--- src/rtl/load_store_unit_if.sv ---
// Request/response and word-memory bus shared by the load/store unit and its requester.
// The slave modport is the unit's view; the master modport is the execute stage / memory side.
interface load_store_unit_if;
   logic        req_valid;
   logic        req_ready;
   logic        req_write;
   logic [1:0]  req_size;
   logic        req_signed;
   logic [31:0] req_addr;
   logic [31:0] req_wdata;
   logic        resp_valid;
   logic        resp_error;
   logic [31:0] resp_rdata;
   logic [31:0] address;
   logic [31:0] writeData;
   logic        memoryWrite;
   logic        memoryRead;
   logic [31:0] readData;

   modport slave (
      input  req_valid, req_write, req_size, req_signed, req_addr, req_wdata, readData,
      output req_ready, resp_valid, resp_error, resp_rdata,
      output address, writeData, memoryWrite, memoryRead
   );

   modport master (
      output req_valid, req_write, req_size, req_signed, req_addr, req_wdata, readData,
      input  req_ready, resp_valid, resp_error, resp_rdata,
      input  address, writeData, memoryWrite, memoryRead
   );
endinterface

--- src/rtl/load_store_unit.sv ---
// Serialised byte/half/word load-store unit in front of a big-endian word-only memory.
// Define LSU_PERF_CNT_EN to add saturating load_count/store_count outputs.
module load_store_unit #(
   parameter int MEM_BYTES = 64
) (
   input  logic                 clk,
   input  logic                 reset_n,
   load_store_unit_if.slave     bus
`ifdef LSU_PERF_CNT_EN
   ,
   output logic [15:0]          load_count,
   output logic [15:0]          store_count
`endif
);

   typedef enum logic [2:0] {
      IDLE,
      READ,
      CAPTURE,
      WRITE,
      RESP
   } state_e;

   state_e      state_q, state_d;
   logic        write_q, write_d;
   logic [1:0]  size_q, size_d;
   logic        signed_q, signed_d;
   logic [31:0] addr_q, addr_d;
   logic [31:0] wdata_q, wdata_d;
   logic [31:0] rdata_q, rdata_d;
   logic        error_q, error_d;

   logic        req_misaligned;
   logic        req_out_of_range;
   logic        req_bad;
   logic [4:0]  lane_base;
   logic [7:0]  load_byte;
   logic [15:0] load_half;
   logic [31:0] load_value;
   logic [31:0] merged_word;

   // Request checks look only at the live request; they matter only on the accept edge.
   always_comb begin
      req_misaligned   = ((bus.req_size == 2'b01) && bus.req_addr[0]) ||
                         ((bus.req_size == 2'b10) && (bus.req_addr[1:0] != 2'b00));
      req_out_of_range = ({1'b0, bus.req_addr[31:2], 2'b11} >= 33'(MEM_BYTES));
      req_bad          = req_misaligned || req_out_of_range || (bus.req_size == 2'b11);
   end

   // Big-endian: byte offset k lives at bit 8*(3-k), i.e. {~k, 3'b000}.
   always_comb begin
      lane_base   = {~addr_q[1:0], 3'b000};
      load_byte   = bus.readData[lane_base +: 8];
      load_half   = addr_q[1] ? bus.readData[15:0] : bus.readData[31:16];
      load_value  = bus.readData;
      merged_word = bus.readData;
      case (size_q)
         2'b00: begin
            load_value = signed_q ? {{24{load_byte[7]}}, load_byte} : {24'd0, load_byte};
            merged_word[lane_base +: 8] = wdata_q[7:0];
         end
         2'b01: begin
            load_value = signed_q ? {{16{load_half[15]}}, load_half} : {16'd0, load_half};
            if (addr_q[1]) begin
               merged_word[15:0] = wdata_q[15:0];
            end else begin
               merged_word[31:16] = wdata_q[15:0];
            end
         end
         default: begin
            load_value  = bus.readData;
            merged_word = wdata_q;
         end
      endcase
   end

   always_comb begin
      state_d  = state_q;
      write_d  = write_q;
      size_d   = size_q;
      signed_d = signed_q;
      addr_d   = addr_q;
      wdata_d  = wdata_q;
      rdata_d  = rdata_q;
      error_d  = error_q;
      case (state_q)
         IDLE: begin
            if (bus.req_valid) begin
               write_d  = bus.req_write;
               size_d   = bus.req_size;
               signed_d = bus.req_signed;
               addr_d   = bus.req_addr;
               wdata_d  = bus.req_wdata;
               rdata_d  = 32'd0;
               error_d  = req_bad;
               if (req_bad) begin
                  state_d = RESP;
               end else if (bus.req_write && (bus.req_size == 2'b10)) begin
                  state_d = WRITE;
               end else begin
                  state_d = READ;
               end
            end
         end
         READ: begin
            state_d = CAPTURE;
         end
         // wdata_q becomes the merged word so WRITE always drives a complete word.
         CAPTURE: begin
            if (write_q) begin
               wdata_d = merged_word;
               state_d = WRITE;
            end else begin
               rdata_d = load_value;
               state_d = RESP;
            end
         end
         WRITE: begin
            state_d = RESP;
         end
         RESP: begin
            state_d = IDLE;
         end
         default: begin
            state_d = IDLE;
         end
      endcase
   end

   always_ff @(posedge clk or negedge reset_n) begin
      if (!reset_n) begin
         state_q  <= IDLE;
         write_q  <= 1'b0;
         size_q   <= 2'b00;
         signed_q <= 1'b0;
         addr_q   <= 32'd0;
         wdata_q  <= 32'd0;
         rdata_q  <= 32'd0;
         error_q  <= 1'b0;
      end else begin
         state_q  <= state_d;
         write_q  <= write_d;
         size_q   <= size_d;
         signed_q <= signed_d;
         addr_q   <= addr_d;
         wdata_q  <= wdata_d;
         rdata_q  <= rdata_d;
         error_q  <= error_d;
      end
   end

   // Memory strobes come only from state, so reset drops them immediately.
   assign bus.req_ready   = (state_q == IDLE);
   assign bus.resp_valid  = (state_q == RESP);
   assign bus.resp_error  = (state_q == RESP) && error_q;
   assign bus.resp_rdata  = (state_q == RESP) ? rdata_q : 32'd0;
   assign bus.memoryRead  = (state_q == READ);
   assign bus.memoryWrite = (state_q == WRITE);
   assign bus.address     = {addr_q[31:2], 2'b00};
   assign bus.writeData   = wdata_q;

`ifdef LSU_PERF_CNT_EN
   logic [15:0] load_count_q, load_count_d;
   logic [15:0] store_count_q, store_count_d;

   always_comb begin
      load_count_d  = load_count_q;
      store_count_d = store_count_q;
      if ((state_q == RESP) && !error_q) begin
         if (write_q) begin
            if (store_count_q != 16'hFFFF) begin
               store_count_d = store_count_q + 16'd1;
            end
         end else begin
            if (load_count_q != 16'hFFFF) begin
               load_count_d = load_count_q + 16'd1;
            end
         end
      end
   end

   always_ff @(posedge clk or negedge reset_n) begin
      if (!reset_n) begin
         load_count_q  <= 16'd0;
         store_count_q <= 16'd0;
      end else begin
         load_count_q  <= load_count_d;
         store_count_q <= store_count_d;
      end
   end

   assign load_count  = load_count_q;
   assign store_count = store_count_q;
`endif

endmodule

--- src/flat_wrapper.sv ---
// flat-port wrapper written by rule: the top's interface ports become plain ports
module load_store_unit_flat 
#(
   parameter int MEM_BYTES = 64
)
  (clk, reset_n, bus_req_valid, bus_req_write, bus_req_size, bus_req_signed, bus_req_addr, bus_req_wdata, bus_readData, bus_req_ready, bus_resp_valid, bus_resp_error, bus_resp_rdata, bus_address, bus_writeData, bus_memoryWrite, bus_memoryRead);
  load_store_unit_if bus_i ();
  input  logic clk;
  input  logic reset_n;
  input wire logic [$bits(bus_i.req_valid)-1:0] bus_req_valid;
  input wire logic [$bits(bus_i.req_write)-1:0] bus_req_write;
  input wire logic [$bits(bus_i.req_size)-1:0] bus_req_size;
  input wire logic [$bits(bus_i.req_signed)-1:0] bus_req_signed;
  input wire logic [$bits(bus_i.req_addr)-1:0] bus_req_addr;
  input wire logic [$bits(bus_i.req_wdata)-1:0] bus_req_wdata;
  input wire logic [$bits(bus_i.readData)-1:0] bus_readData;
  output wire logic [$bits(bus_i.req_ready)-1:0] bus_req_ready;
  output wire logic [$bits(bus_i.resp_valid)-1:0] bus_resp_valid;
  output wire logic [$bits(bus_i.resp_error)-1:0] bus_resp_error;
  output wire logic [$bits(bus_i.resp_rdata)-1:0] bus_resp_rdata;
  output wire logic [$bits(bus_i.address)-1:0] bus_address;
  output wire logic [$bits(bus_i.writeData)-1:0] bus_writeData;
  output wire logic [$bits(bus_i.memoryWrite)-1:0] bus_memoryWrite;
  output wire logic [$bits(bus_i.memoryRead)-1:0] bus_memoryRead;
  assign bus_i.req_valid = bus_req_valid;
  assign bus_i.req_write = bus_req_write;
  assign bus_i.req_size = bus_req_size;
  assign bus_i.req_signed = bus_req_signed;
  assign bus_i.req_addr = bus_req_addr;
  assign bus_i.req_wdata = bus_req_wdata;
  assign bus_i.readData = bus_readData;
  assign bus_req_ready = bus_i.req_ready;
  assign bus_resp_valid = bus_i.resp_valid;
  assign bus_resp_error = bus_i.resp_error;
  assign bus_resp_rdata = bus_i.resp_rdata;
  assign bus_address = bus_i.address;
  assign bus_writeData = bus_i.writeData;
  assign bus_memoryWrite = bus_i.memoryWrite;
  assign bus_memoryRead = bus_i.memoryRead;
  load_store_unit #(.MEM_BYTES(MEM_BYTES)) u_core (.clk(clk), .reset_n(reset_n), .bus(bus_i));
endmodule
--- config.mk ---
export PLATFORM = sky130hd
export DESIGN_NAME = load_store_unit_flat
export DESIGN_NICKNAME = d
export VERILOG_FILES = /design/src/rtl/load_store_unit_if.sv /design/src/rtl/load_store_unit.sv /design/src/flat_wrapper.sv
export SDC_FILE = /design/constraint.sdc
export NUM_CORES = 1
export LEC_CHECK = 0
export ABC_CLOCK_PERIOD_IN_PS = 6890
export CELL_PAD_IN_SITES_DETAIL_PLACEMENT = 0
export CELL_PAD_IN_SITES_GLOBAL_PLACEMENT = 1
export CORE_MARGIN = 2
export CORE_UTILIZATION = 36
export CTS_CLUSTER_SIZE = 8
export DETAILED_ROUTE_END_ITERATION = 8
export PLACE_DENSITY_LB_ADDON = 0.1
export SLEW_MARGIN = 20
export SYNTH_ARGS = -nofsm -noshare
export SYNTH_HDL_FRONTEND = slang
export SYNTH_SLANG_ARGS = --single-unit
--- constraint.sdc ---
create_clock -name clk -period 6.89 [get_ports clk]
set_input_delay 1.7225 -clock clk [delete_from_list [all_inputs] [get_ports clk]]
set_output_delay 1.7225 -clock clk [all_outputs]
set_load 0.02 [all_outputs]
## Yosys cells after proc, flatten, opt, wreduce, memory -nomap -nowiden

Index checks and enable logic that the tools add are counted.

| cells by class | value |
|---|---|
| equality and inequality tests | 13 |
| bitwise logic cells | 1 |
| shifts and indexed selects | 3 |
| order comparisons | 1 |
| reduce and logical (&&, ||, !) cells | 15 |
| multiplexer cells | 20 |
| $add $sub $neg | 1 |

Operators with widths:

| cell | number |
|---|---|
| $pmux 32 s2 | 4 |
| $mux 32 | 7 |
| $mux 16 | 3 |
| $bwmux 32 | 1 |
| $ge 32x7->1 const B | 1 |
| $shift 8x7->32 const A | 1 |
| $shiftx 32x6->8 | 1 |
| $shiftx 8x7->32 | 1 |
| $pmux 3 s4 | 1 |
| $mux 3 | 3 |
| $neg 5->7 | 1 |
| $eq 3x2->1 const B | 2 |
| $reduce_and 5->1 | 1 |
| $eq 2x1->1 const B | 2 |
| $eq 2x2->1 const B | 2 |
| $logic_and 1x1->1 | 4 |
| $ne 2x2->1 const B | 2 |
| $reduce_and 4->1 | 1 |
| $reduce_bool 2->1 | 2 |
| $eq 3x1->1 const B | 1 |
| $eq 3x3->1 const B | 1 |
| $logic_not 3->1 | 1 |
| $logic_or 1x1->1 | 3 |
| $ne 3x1->1 const B | 1 |
| 7 further kinds | 7 |

| storage, ports and cells | value |
|---|---|
| output and inout bits | 101 |
| register bits after elaboration | 104 |
| logic and storage cells | 63 |
| bits of input ports | 103 |

## Longest topological paths before layout

| depth | value |
|---|---|
| word-level depth | 8 |
| mapped depth | 7 |
| depth with buffers taken out | 6 |

## Least setup slack after synthesis

No wires, ideal clock.

| timing path | value |
|---|---|
| path type | input-to-reg |
| from | in bus_readData[7] |
| to | reg u_core.rdata_q[21] |
| stages | 6 |
| path buffers | 2 |
| data required time | 6764 ps |
| library setup time | 126 ps |
| setup slack | 3697 ps |
| arrival time | 3067 ps |
| cells stage by stage | mux2_1 > a32o_1 > buf_6 > o2111a_2 > buf_6 > a221o_1 |

| between the ends | value |
|---|---|
| cells in the longest elaborated chain, start to end | 5 |

Ends and longest elaborated chain:

| item | RTL line | RTL |
|---|---|---|
| from (decl) | flat_wrapper.sv:16 | `input wire logic [$bits(bus_i.readData)-1:0] bus_readData;` |
| $shiftx 32x6->8 | load_store_unit.sv:53 | `load_byte = bus.readData[lane_base +: 8];` |
| $mux 32 | load_store_unit.sv:59 | `load_value = signed_q ? {{24{load_byte[7]}}, load_byte} : {24'd0, load_byte};` |
| $pmux 32 s2 | load_store_unit.sv:57 | `case (size_q)` |
| $mux 32 | load_store_unit.sv:110 | `if (write_q) begin` |
| $pmux 32 s2 | load_store_unit.sv:86 | `case (state_q)` |
| to (signal assigned) | load_store_unit.sv:147 | `rdata_q <= rdata_d;` |
| to (decl) | load_store_unit.sv:30 | `logic [31:0] rdata_q, rdata_d;` |

Every way passes these cells. The select of a mux whose other input is x is not followed.
A chain may end at the register's enable or synchronous reset.

## Worst setup path after layout

| timing path | value |
|---|---|
| from | reg u_core.state_q[2] |
| to | out bus_resp_error |

| between the ends | value |
|---|---|
| cells in the longest elaborated chain, start to end | 2 |

Ends and longest elaborated chain:

| item | RTL line | RTL |
|---|---|---|
| from (decl) | load_store_unit.sv:24 | `state_e state_q, state_d;` |
| from (signal assigned) | load_store_unit.sv:141 | `state_q <= state_d;` |
| $eq 3x3->1 | load_store_unit.sv:155 | `assign bus.resp_error = (state_q == RESP) && error_q;` |
| $logic_and 1x1->1 | load_store_unit.sv:155 |  |
| to (decl) | flat_wrapper.sv:19 | `output wire logic [$bits(bus_i.resp_error)-1:0] bus_resp_error;` |

Every way passes these cells.

==> results_dict.tcl <==
set metrics [dict create \
    syn-cell-area_sq_mm 0.00567 \
    final_nets 817 \
    pin_count 204 \
    postRouteAntennaNets 0 \
    drive_gt1_frac 0.0997 \
    vias 5006 \
    cts_buffers 9 \
    setup-violations-final 0 \
    peakVddDrop_mv 0.0983 \
    wl_per_cell_um 19.6 \
    yosysUniqueCellTypes 50 \
    layout_setup_ws_ns 2.90 \
    synth_top_area_share 0.459 \
    fmaxAchievable_mhz 250 \
    post-cts-setup-buffers 0 \
    gp_congestion 0.874 \
    detailedPlace.worstSlack_ns 2.96 \
    die_width_um 130 \
    antenna_found_initial 0 \
    cp.required_ns 5.17 \
    ys_ff_latch 104 \
    grt_pass1_wl_mm 27.9 \
    min_period_ns 3.99 \
    core-area_sq_mm 0.0153 \
    cts.path.max_buffers 2 \
    route.detailed.drc 0 \
    hpwl_mm 13.9 \
    cts-root-buf "clkbuf_16" \
    grt_max_degree 69 \
    cts_resized 0 \
    route.final.wire_length_mm 18.1 \
    fin_crit_sh 0.580 \
    async_flop_share 1.00 \
    syn2layout_area_growth_pct 39.0 \
    hold_violations 0 \
    ctsHtreeMaxLevel 3 \
    synthCells 564 \
    dominantRegCellSynth "dfrtp_1" \
    synth_edf_count 0 \
    critPathLaunch "u_core.state_q[2]" \
    postCtsHoldBufs 0 \
    finalClockSkew_ns 0.00815 \
    start_kind "flop" \
    grt_overflow 0 \
    dpl_cell_area_sq_mm 0.00757 \
    clkSlewWorstSetupHoldPaths_ns 0.07 \
    numClockSinks 104 \
    die_h_um 130 \
    avgViaCountPerCell 5.42 \
    numPortBuffers 201 \
    criticalPathCategory "reg2out" \
    worstMarginPinSlew_ns 1.05 \
    clock_latency_ns 0.35 \
    ys_top_cells_by_area "dfrtp_1, mux2_2, o21ai_0" \
    outcome "finished clean" \
    num_rows 45 \
    slew_viol_final 0 \
    synth_warnings 0 \
    seq_area_frac_synth 0.459 \
    final_area_sq_mm 0.00789 \
    critPathCaptureType "output pin" \
    initial_core_util 0.370 \
    track_usage 0.219 \
    antenna_cells 0 \
    drt-pass1-iter-count 5 \
    r2r-start "u_core.state_q[2]" \
    hold_class "reg2reg" \
    fin_tns_setup_ns 0 \
    leakagePower_nw 3.28 \
    die-area_sq_mm 0.0168 \
    rsz0062_at_grt "no" \
    yosysTopAreaCell "dfrtp_1" \
    syn_area_per_cell_sq_um 10.1 \
    cap_violations 0 \
    worstPathArrival_ns 2.27 \
    worst-path-max-fanout 41 \
    drt_iter0_drc 326 \
    powerDensity_mw_per_mm2 217 \
    maxSlewHeadroom 0.299 \
    grt_pass1_vias 5070 \
    cts_tree "done" \
    hp-start "u_core.rdata_q[8]" \
]
## power by group
group	internal, mW	leakage (nW)	switching [mW]	total, mW
logic	0.224	1.83	0.238	0.461
clock network	0.308	0.151	0.221	0.529
registers	0.667	1.30	0.0538	0.721
## metrics by stage
step,hold slack [ns],instances,power [mW],utilization
after floorplan,0.442,565,0.990,-
after global placement,0.470,908,1.19,0.494
after detailed placement,0.475,908,1.20,0.494
after CTS,0.491,922,1.73,0.514
after global routing,0.509,923,1.79,0.515
final,0.482,923,1.71,0.515
## routing by layer
layer / global-route usage / vias to the layer above / share of wire
met4: 0.0867 / 0 / 0.019
met5: 0 / - / 0
met1: 0.279 / 2436 / 0.41
met2: 0.366 / 194 / 0.49
li1: - / 2353 / -
met3: 0.0446 / 23 / 0.076
## cell usage in the layout, fill, tap and decap left out, drive strengths merged, types with 2 or more instances in the layout
| cell type | n |
|---|---|
| and3 | 33 |
| mux2 | 42 |
| buf | 6 |
| nand3b | 2 |
| ha | 5 |
| clkbuf | 13 |
| nand2b | 2 |
| nor4 | 6 |
| nor2 | 26 |
| nor3 | 4 |
| o21a | 2 |
| a211o | 8 |
| nand4 | 2 |
| o31ai | 9 |
| a221o | 16 |
| a221oi | 24 |
| clkdlybuf4s50 | 200 |
| inv | 6 |
| nor2b | 3 |
| or3 | 7 |
| nand4b | 2 |
| a22o | 9 |
| and2 | 5 |
| mux2i | 18 |
| nand2 | 44 |
| conb | 2 |
| nor4b | 2 |
| o21ai | 61 |
| a21oi | 33 |
| dfrtp | 104 |
| a211oi | 3 |
## state kept, by name, indices dropped and copies added (netlist names)
| register | count |
|---|---|
| u_core.size_q | 2 |
| u_core.rdata_q | 32 |
| u_core.state_q | 3 |
| u_core.bus.writeData | 32 |
| u_core.error_q | 1 |
| u_core.write_q | 1 |
| u_core.signed_q | 1 |
| u_core.addr_q | 32 |
## logic make-up (layout without fill, tap and decap cells)
kind of cell / after synthesis / count (layout) / share of synthesized area
AOI/OAI and AO/OA: 171 / 171 / 0.203
buffers and inverters: 80 / 227 / 0.0785
xor gates and xnor gates: 1 / 1 / 0.00154
muxes: 60 / 60 / 0.115
other: 1 / 2 / 0.000661
DFF: 104 / 104 / 0.459
adders and majority gates: 5 / 5 / 0.0110
and+or+nand+nor: 142 / 142 / 0.131
## worst paths after layout
check	to	slack, ns	cells past startpoint
setup / recovery	bus_resp_error	2.90	2
hold / removal	u_core.rdata_q[8]	0.48	2
setup reg to reg	u_core.rdata_q[29]	4.06	5
hold reg to reg	u_core.rdata_q[8]	0.48	2
max in group asynchronous	u_core.addr_q[0]	4.38	2
min in group asynchronous	u_core.addr_q[6]	1.48	1
## cells in the mapped netlist (5+ instances only)
library cell  instances
clkbuf_1             32
buf_2                 8
o31ai_1               9
or3_1                 7
a221o_1              16
ha_1                  5
a221oi_1             24
a211o_1               8
dfrtp_1             104
and2_1                5
and3_1               33
nand2_1              44
buf_4                32
nor2_1               25
a21oi_1              33
inv_1                 5
nor4_1                6
mux2_2               41
o21ai_0              58
a22o_1                9
mux2i_1              18
## final cells by class
type                       count  area [sq um]
sequential                   104          2600
timing repair buffer         207          2050
clock buffer                  12           267
inverter                       6          22.5
tap                          211           264
multi-input combinational    381          2640
clock inverter                 2          38.8
fill                        1489          7430
## critical path: stages, from the launching register on
cell             delay (ns)
dfrtp_1                1.00
and3_1                 0.29
clkdlybuf4s50_1        0.63
(Power assumes the default switching activity.)
